**config.mk**
```make
export PLATFORM = sky130hd
export DESIGN_NAME = ifra_arb
export DESIGN_NICKNAME = d
export VERILOG_FILES = /design/src/rtl/ifra_arb.sv
export SDC_FILE = /design/constraint.sdc
export NUM_CORES = 1
export LEC_CHECK = 0
export CAP_MARGIN = 10
export CORE_MARGIN = 5
export CORE_UTILIZATION = 33
export CTS_BUF_LIST = sky130_fd_sc_hd__clkbuf_8
export DETAILED_ROUTE_END_ITERATION = 10
export PLACE_DENSITY = 0.85
export SYNTH_ARGS = -nofsm -noshare
export SYNTH_HDL_FRONTEND = slang
export SYNTH_SLANG_ARGS = --single-unit
```
**constraint.sdc**
```tcl
create_clock -name clk -period 1.2 [get_ports clk]
set_input_delay 0.12 -clock clk [delete_from_list [all_inputs] [get_ports clk]]
set_output_delay 0.12 -clock clk [all_outputs]
set_load 0.005 [all_outputs]
```
**src/rtl/ifra_arb.sv**
```systemverilog
// ifra_arb: N-to-1 round-robin arbiter sharing one ifra slave port.
// One arbitration cycle per grant; a grant ends on release or after MAX_BEATS beats.
module ifra_arb #(
    parameter int  N_MST     = 4,
    parameter int  DW        = 8,
    parameter int  MAX_BEATS = 16,
    localparam int IDW       = (N_MST > 1) ? $clog2(N_MST) : 1
) (
    input  logic                clk,
    input  logic                rst,
    input  logic [N_MST-1:0]    m_req,
    input  logic [N_MST*DW-1:0] m_dout,
    output logic [N_MST-1:0]    m_ack,
    output logic                s_req,
    output logic [DW-1:0]       s_dout,
    input  logic                s_ack,
    output logic                gnt_valid,
    output logic [IDW-1:0]      gnt_id
);

    localparam int BW = $clog2(MAX_BEATS + 1);

    typedef enum logic {
        S_IDLE,
        S_BUSY
    } state_t;

    state_t         r_state;
    state_t         w_state_nxt;
    logic [IDW-1:0] r_gnt_id;
    logic [IDW-1:0] r_last;
    logic [IDW-1:0] w_gnt_nxt;
    logic [IDW-1:0] w_last_nxt;
    logic [IDW-1:0] w_win;
    logic [BW-1:0]  r_cnt;
    logic [BW-1:0]  w_cnt_nxt;
    logic [BW-1:0]  w_cnt_inc;
    logic           w_found;
    logic           w_sel_req;
    logic           w_hs;

    function automatic logic [IDW-1:0] wrap_idx(
        input logic [IDW-1:0] base,
        input int             k
    );
        int s;
        s = int'(base) + k;
        if (s >= N_MST) s = s - N_MST;
        return IDW'(s);
    endfunction

    // Search starts just after the previous grantee so it ranks last.
    always_comb begin
        w_found = 1'b0;
        w_win   = '0;
        for (int k = 1; k <= N_MST; k++) begin
            if (!w_found && m_req[wrap_idx(r_last, k)]) begin
                w_found = 1'b1;
                w_win   = wrap_idx(r_last, k);
            end
        end
    end

    assign w_sel_req = m_req[r_gnt_id];
    assign w_hs      = (r_state == S_BUSY) & w_sel_req & s_ack;
    assign w_cnt_inc = r_cnt + 1'b1;
    assign s_dout    = m_dout[r_gnt_id*DW +: DW];
    assign gnt_valid = (r_state == S_BUSY);
    assign gnt_id    = r_gnt_id;

    always_comb begin
        w_state_nxt = r_state;
        w_gnt_nxt   = r_gnt_id;
        w_last_nxt  = r_last;
        w_cnt_nxt   = r_cnt;
        s_req       = 1'b0;
        m_ack       = '0;
        case (r_state)
            S_IDLE: begin
                if (w_found) begin
                    w_state_nxt = S_BUSY;
                    w_gnt_nxt   = w_win;
                    w_last_nxt  = w_win;
                    w_cnt_nxt   = '0;
                end
            end
            S_BUSY: begin
                s_req           = w_sel_req;
                m_ack[r_gnt_id] = w_hs;
                if (w_hs) begin
                    w_cnt_nxt = w_cnt_inc;
                    if (w_cnt_inc == BW'(MAX_BEATS)) w_state_nxt = S_IDLE;
                end else if (!w_sel_req) begin
                    w_state_nxt = S_IDLE;
                end
            end
            default: w_state_nxt = S_IDLE;
        endcase
    end

    always_ff @(posedge clk) begin
        if (rst) begin
            r_state  <= S_IDLE;
            r_gnt_id <= '0;
            r_last   <= IDW'(N_MST - 1);
            r_cnt    <= '0;
        end else begin
            r_state  <= w_state_nxt;
            r_gnt_id <= w_gnt_nxt;
            r_last   <= w_last_nxt;
            r_cnt    <= w_cnt_nxt;
        end
    end

endmodule
```
==> results of run 1 <==
worst max-delay path by stage:
stage                                  to  depth (start not counted)                   start  slack (ns)
finish                          s_dout[6]                          4  gnt_id[0]$_SDFFE_PP0P_       -0.47
global route                     m_ack[0]                          7  gnt_id[0]$_SDFFE_PP0P_       -0.50
CTS                             s_dout[6]                          4  gnt_id[0]$_SDFFE_PP0P_       -0.41
detailed placement               m_ack[1]                          7                m_req[3]       -0.72
global placement                 m_ack[1]                          7                m_req[2]       -0.66
floorplan           r_cnt[2]$_SDFFE_PP0P_                          6  gnt_id[0]$_SDFFE_PP0P_       -0.13
power groups by stage:
| stage | registers (uW) | logic (uW) | clock network [uW] |
|---|---|---|---|
| 2_1_floorplan | 384 | 254 | 0 |
| 3_3_place_gp | 391 | 593 | 0 |
| 3_5_place_dp | 394 | 616 | 0 |
| 4_1_cts | 389 | 737 | 431 |
| 5_1_grt | 398 | 900 | 456 |
| 6_report | 395 | 860 | 442 |
repair_timing:
item / 4_1_cts / 5_1_grt
endpoints found under the setup margin: 26 / 23
pin swaps: 8 / 8
gates resized for setup: 100 / 23
buffers inserted: 15 / 7
logic make-up (layout without fill, tap and decap cells):
| kind of cell | Yosys count | in the layout | synth area share (%) |
|---|---|---|---|
| AOI/OAI and AO/OA | 21 | 21 | 16.1 |
| xor gates and xnor gates | 2 | 2 | 2.07 |
| muxes | 11 | 11 | 25.7 |
| and+or+nand+nor | 38 | 38 | 24.9 |
| buffers and inverters | 8 | 101 | 4.72 |
| DFF | 10 | 10 | 23.6 |
| adders and majority gates | 2 | 2 | 2.95 |
per-layer routing:
layer	global-route usage, %	routed length (um)
met5	0	0
met4	6.50	128
met3	5.32	486
met2	43.2	2280
met1	28.3	1920
worst reg2reg max path: stages, from the launching register on:
cell and delay, ns:
dfxtp_4 0.37, buf_6 0.12, mux2i_1 0.11, o22a_2 0.21, buf_4 0.14, buf_6 0.12, or3_4 0.33, a21oi_2 0.13
cells in the mapped netlist:
library cell | n | area (um2)
dfxtp_1 | 10 | 200
nand2b_1 | 7 | 43.8
a21oi_1 | 6 | 30.0
mux4_2 | 6 | 135
nand2_1 | 5 | 18.8
nor3_1 | 5 | 25.0
o21ai_0 | 5 | 25.0
nand3_1 | 4 | 20.0
nor2_1 | 4 | 15.0
nor2b_1 | 4 | 25.0
nor3b_1 | 4 | 30.0
o211ai_1 | 4 | 30.0
mux2i_1 | 3 | 30.0
ha_1 | 2 | 25.0
inv_1 | 2 | 7.51
mux4_1 | 2 | 52.6
a2111oi_0 | 1 | 8.76
a211o_1 | 1 | 8.76
a31oi_1 | 1 | 6.26
a41o_1 | 1 | 10.0
buf_1 | 1 | 3.75
buf_2 | 1 | 5.00
buf_6 | 1 | 11.3
clkbuf_1 | 1 | 3.75
clkbuf_2 | 1 | 5.00
inv_2 | 1 | 3.75
nor4_1 | 1 | 6.26
nor4b_1 | 1 | 8.76
o22a_2 | 1 | 10.0
o31ai_1 | 1 | 7.51
or2_1 | 1 | 6.26
or2_2 | 1 | 6.26
or3_1 | 1 | 6.26
xnor2_1 | 1 | 8.76
xor2_1 | 1 | 8.76
through the flow:
stage / total power [uW] / setup WS (ns) / util [%] / cells
2_1_floorplan: 638 / -0.135 / - / 92
3_3_place_gp: 985 / -0.663 / 64.5 / 194
3_5_place_dp: 1010 / -0.724 / 64.5 / 194
4_1_cts: 1560 / -0.414 / 74.4 / 210
5_1_grt: 1750 / -0.502 / 77.8 / 215
6_report: 1700 / -0.468 / 77.8 / 215
state kept, by name, indices dropped and copies added, names as in the netlist:
name       cells
gnt_valid      1
gnt_id         2
r_cnt          5
r_last         2
cell type report:
type / count / area (um2)
Multi-Input combinational cell: 74 / 734
Timing Repair Buffer: 94 / 882
Fill cell: 133 / 549
Tap cell: 30 / 37.5
Inverter: 3 / 11.3
Sequential cell: 10 / 208
Clock buffer: 4 / 55.1
==> reports/qor.yml, run 1 <==
viasPerCell: 5.68
start_kind: "flip-flop"
final_common_cell: "clkdlybuf4s50_1"
grt_pass1_vias: 1227
nets: 227
drtPass1Iterations: 4
vias: 1221
clk_pin_slew_worst_paths_ns: 0.05
postPlaceCellArea_um2: 1600
insertion_delay_ns: 0.24
worst_ep_arrival_time_ns: 1.55
htree_num_levels: 1
globalRouteOverflowTotal: 0
clockBufferDepth: 2
drive_above_1_share_pct: 50.8
path_common_cell: "buf_6"
crit_chain: "buf_8 -> buf_6 -> mux4_2 -> buf_6"
p_int_uw: 1180
path_class: "flip-flop to primary output"
numCtsBuffers: 3
die_x_um: 60.7
p_per_area_nw_per_um2: 881
design_area_um2: 1930
r2r_setup_slack_ns: -0.39
grt_pass1_wl_um: 6400
yosys_warnings: 0
post_drt_wl_per_cell_um: 22.4
final_cell_mix: "clkdlybuf4s50_1, buf_6, buf_4, mux4_2"
min_from: "m_req[0]"
crit_path_max_incr_delay_ns: 0.53
die_height_um: 60.7
ioPinCount: 55
slew_headroom_pct: 76.8
ir_worst_vdd_uv: 952
detail-route-antenna-nets: 0
crit_required_ns: 1.08
clkPwrFrac_pct: 26.1
synthCells: 92
power_frac_comb_pct: 50.7
cts_tree: "built"
r2r_end: "r_cnt[0]$_SDFFE_PP0P_"
syn2layout_area_growth_pct: 127
path_buf_inv: 3
crit_path_top_delay_cell: "mux4_2"
antenna_found_initial: 0
cts-hold-fix-buffers: 0
synth_cell_types: 35
path_delay_family: "multiplexers"
p_seq_share_pct: 23.3
tightest_slew_ns: 0.347
setup_ws_ns: -0.468
violations: "setup timing"
outcome: "complete, but fails checks"
min_path_cells: 5
die-area_um2: 3680
hpwl_um: 2710
io_buffers: 54
whs_ns: 0.456
fin_skew_ns: 0.00457
grtUsageTotal_pct: 23.9
timing.final.crit_share_pct: 139
gp_congestion: 0.752
rsz0062_at_grt: "yes"
reg2reg_depth: 7
setup_viol: 22
core_area_um2: 2480
drc: 0
yosysSeqAreaShare_pct: 23.6
ys_ff_latch: 10
period_minus_slack_ns: 1.67
hold_class: "input pin to flip-flop"
grt_max_degree: 9
r2r-start: "gnt_id[0]$_SDFFE_PP0P_"
cts_root_buf: "clkbuf_8"
path_max_fanout: 5
leakage_uw: 0.000808
worst_setup_path_end_kind: "primary output"
syn-num-nets: 133
cts_sinks: 10
tns_ns: -7.25
syn_area_um2: 848
hold_path_end: "r_last[1]$_SDFFE_PP1P_"
n_antenna_cell: 0
maxCapViolCount: 0
num_rows: 18
slew_viol_final: 0
swShare_pct: 30.3
timing.fmax_ghz: 0.599
wirelength_um: 4810
initial_utilization_pct: 34.2
drtIter0Drc: 65
synth_area_per_cell_um2: 9.22
p_switching_uw: 515
hold_viol_final: 0
No activity file was read; power rests on OpenSTA's default activity.
==> inputs of run 2 (changes only) <==
--- a/config.mk
+++ b/config.mk
@@ -6,7 +6,7 @@
 export NUM_CORES = 1
 export LEC_CHECK = 0
 export CAP_MARGIN = 10
-export CORE_MARGIN = 5
+export CORE_MARGIN = 8
 export CORE_UTILIZATION = 33
 export CTS_BUF_LIST = sky130_fd_sc_hd__clkbuf_8
 export DETAILED_ROUTE_END_ITERATION = 10
==> run 2 against run 1 <==
Net effect:
- the run still ends with setup timing left
- sequential power down 1%
- non-clock buffer count down 1
- die area up 21%
- largest cell class unchanged
- highest routed layer unchanged
==> reports/qor.yml, run 2 (same netlist as run 1, synthesis figures left out) <==
fill_cells: 160  # +20%
tightest_slew_ns: 0.345  # -0.00185 ns
post_drt_wl_per_cell_um: 19.1  # -15%
worst_ep_arrival_time_ns: 1.50  # -0.05 ns
hold_path_end: "gnt_id[1]$_SDFFE_PP0P_"
r2r-start: "gnt_id[0]$_SDFFE_PP0P_"
hpwl_um: 2830  # +4.3%
antenna_found_initial: 0  # unchanged
r2r_setup_slack_ns: -0.32  # +0.07 ns
violations: "setup timing"
grt_pass1_vias: 1195  # -2.6%
gp_congestion: 0.858  # +14%
timing.final.crit_share_pct: 135  # -3.9 points
largest_register_ffs: 5  # unchanged
crit_chain: "buf_8 -> buf_6 -> mux4_2 -> buf_6"
ioPinCount: 55  # unchanged
ir_worst_vdd_uv: 706  # -26%
numCtsBuffers: 3  # unchanged
insertion_delay_ns: 0.24  # about the same
reg2reg_depth: 6  # -1
min_from: "m_req[0]"
path_class: "flip-flop to primary output"
slew_headroom_pct: 76.9  # +0.12 points
setup_viol: 23  # +4.5%
die_height_um: 66.7  # +9.9%
crit_required_ns: 1.08  # about the same
n_antenna_cell: 0  # unchanged
io_buffers: 54  # unchanged
die_x_um: 66.7  # +9.9%
detail-route-antenna-nets: 0  # unchanged
wirelength_um: 4070  # -15%
drc: 0  # unchanged
core_area_um2: 2450  # -0.91%
outcome: "complete, but fails checks"
slew_viol_final: 0  # unchanged
vias: 1131  # -7.4%
rsz0062_at_grt: "yes"
maxCapViolCount: 0  # unchanged
tns_ns: -5.64  # +1.60 ns
setup_ws_ns: -0.421  # +0.0474 ns
r2r_end: "r_cnt[0]$_SDFFE_PP0P_"
path_max_fanout: 4  # -1
final_common_cell: "clkdlybuf4s50_1"
min_path_cells: 5  # unchanged
fin_skew_ns: 0.00277  # -0.00180 ns
die-area_um2: 4450  # +21%
path_common_cell: "buf_6"
post-place-ws_ns: -0.724  # -0.000446 ns
htree_num_levels: 1  # unchanged
final_cell_mix: "clkdlybuf4s50_1, buf_4, buf_6, buf_2, mux4_2"
whs_ns: 0.480  # +0.0239 ns
hold_class: "input pin to flip-flop"
grt_pass1_wl_um: 6200  # -3.1%
worst_setup_path_end_kind: "primary output"
cts_sinks: 10  # unchanged
p_per_area_nw_per_um2: 814  # -7.5%
cts_root_buf: "clkbuf_8"
num_rows: 18  # unchanged
drive_above_1_share_pct: 48.6  # -2.2 points
crit_path_top_delay_cell: "mux4_2"
globalRouteOverflowTotal: 0  # unchanged
grt_max_degree: 10  # +1
drtPass1Iterations: 4  # unchanged
hold_viol_final: 0  # unchanged
nets: 226  # -0.44%
clockBufferDepth: 2  # unchanged
start_kind: "flip-flop"
leakage_uw: 0.000790  # -2.1%
period_minus_slack_ns: 1.62  # -0.0474 ns
cts_tree: "built"
grtUsageTotal_pct: 18.1  # -5.8 points
syn2layout_area_growth_pct: 124
largest_register: "r_cnt"
timing.fmax_ghz: 0.617  # +2.9%
crit_path_max_incr_delay_ns: 0.51  # -0.02 ns
drtIter0Drc: 32  # -51%
clk_pin_slew_worst_paths_ns: 0.05  # about the same
initial_utilization_pct: 34.6  # +0.31 points
viasPerCell: 5.31  # -6.5%
[run 2: layout make-up]
class / instances / area [um2] / share of cell area (%)
Tap cell: 30 / 37.5 / 1.97
Inverter: 3 / 11.3 / 0.592
Multi-Input combinational cell: 74 / 734 / 38.6
Clock buffer: 3 / 41.3 / 2.17
Timing Repair Buffer: 93 / 866 / 45.6
Sequential cell: 10 / 210 / 11.1
[run 2: stage by stage]
| step | std cells | power, uW | util [%] | cell area [um2] |
|---|---|---|---|---|
| floorplan | 92 | 638 | - | 878 |
| global placement | 195 | 988 | 65.4 | 1610 |
| detailed placement | 195 | 1010 | 65.4 | 1610 |
| CTS | 208 | 1470 | 73.6 | 1810 |
| global route | 213 | 1610 | 77.4 | 1900 |
| finish | 213 | 1550 | 77.4 | 1900 |
[run 2: worst max path at each step]
| stage | start | to | slack, ns |
|---|---|---|---|
| after floorplan | gnt_id[0]$_SDFFE_PP0P_ | r_cnt[2]$_SDFFE_PP0P_ | -0.13 |
| after global placement | m_req[2] | m_ack[1] | -0.68 |
| after detailed placement | m_req[2] | m_ack[0] | -0.72 |
| after CTS | gnt_id[0]$_SDFFE_PP0P_ | s_dout[3] | -0.40 |
| after global routing | gnt_id[0]$_SDFFE_PP0P_ | s_dout[3] | -0.44 |
| final | gnt_id[0]$_SDFFE_PP0P_ | s_dout[3] | -0.42 |
[run 2: layer usage]
layer  vias to the layer above  routed length, um  GRT usage (%)
li1                        532                  -              -
met1                       555               1510           19.1
met2                        34               2260           34.5
met3                        10                213           3.36
met4                         0                 94           6.13
met5                         -                  0              0
[run 2: power breakdown]
group / total (uW) / switching, uW / leakage (uW) / internal, uW
Sequential: 390 / 30.9 / 0.0000831 / 359
Clock: 346 / 127 / 0.0000216 / 219
Combinational: 811 / 295 / 0.000686 / 516
Total: 1550 / 453 / 0.000790 / 1090
[run 2: critical path, delay by kind of cell, from the launching register on]
kind,cells,cell delay [ns]
buffers and inverters,3,0.37
DFF,1,0.38
muxes,1,0.51
[run 2: what timing repair did]
| action | 4_1_cts | 5_1_grt |
|---|---|---|
| endpoints found under the setup margin | 26 | 24 |
| gates resized for setup | 102 | 18 |
| hold buffers | 0 | 0 |
| setup buffers | 10 | 5 |
| pin swaps | 8 | 8 |
==> inputs of run 3 (changes only) <==
--- a/config.mk
+++ b/config.mk
@@ -6,7 +6,7 @@
 export NUM_CORES = 1
 export LEC_CHECK = 0
 export CAP_MARGIN = 10
-export CORE_MARGIN = 8
+export CORE_MARGIN = 5
 export CORE_UTILIZATION = 33
 export CTS_BUF_LIST = sky130_fd_sc_hd__clkbuf_8
 export DETAILED_ROUTE_END_ITERATION = 10
==> results of run 3 <==
The final DEF is identical to that of run 1; final timing and power are the same.
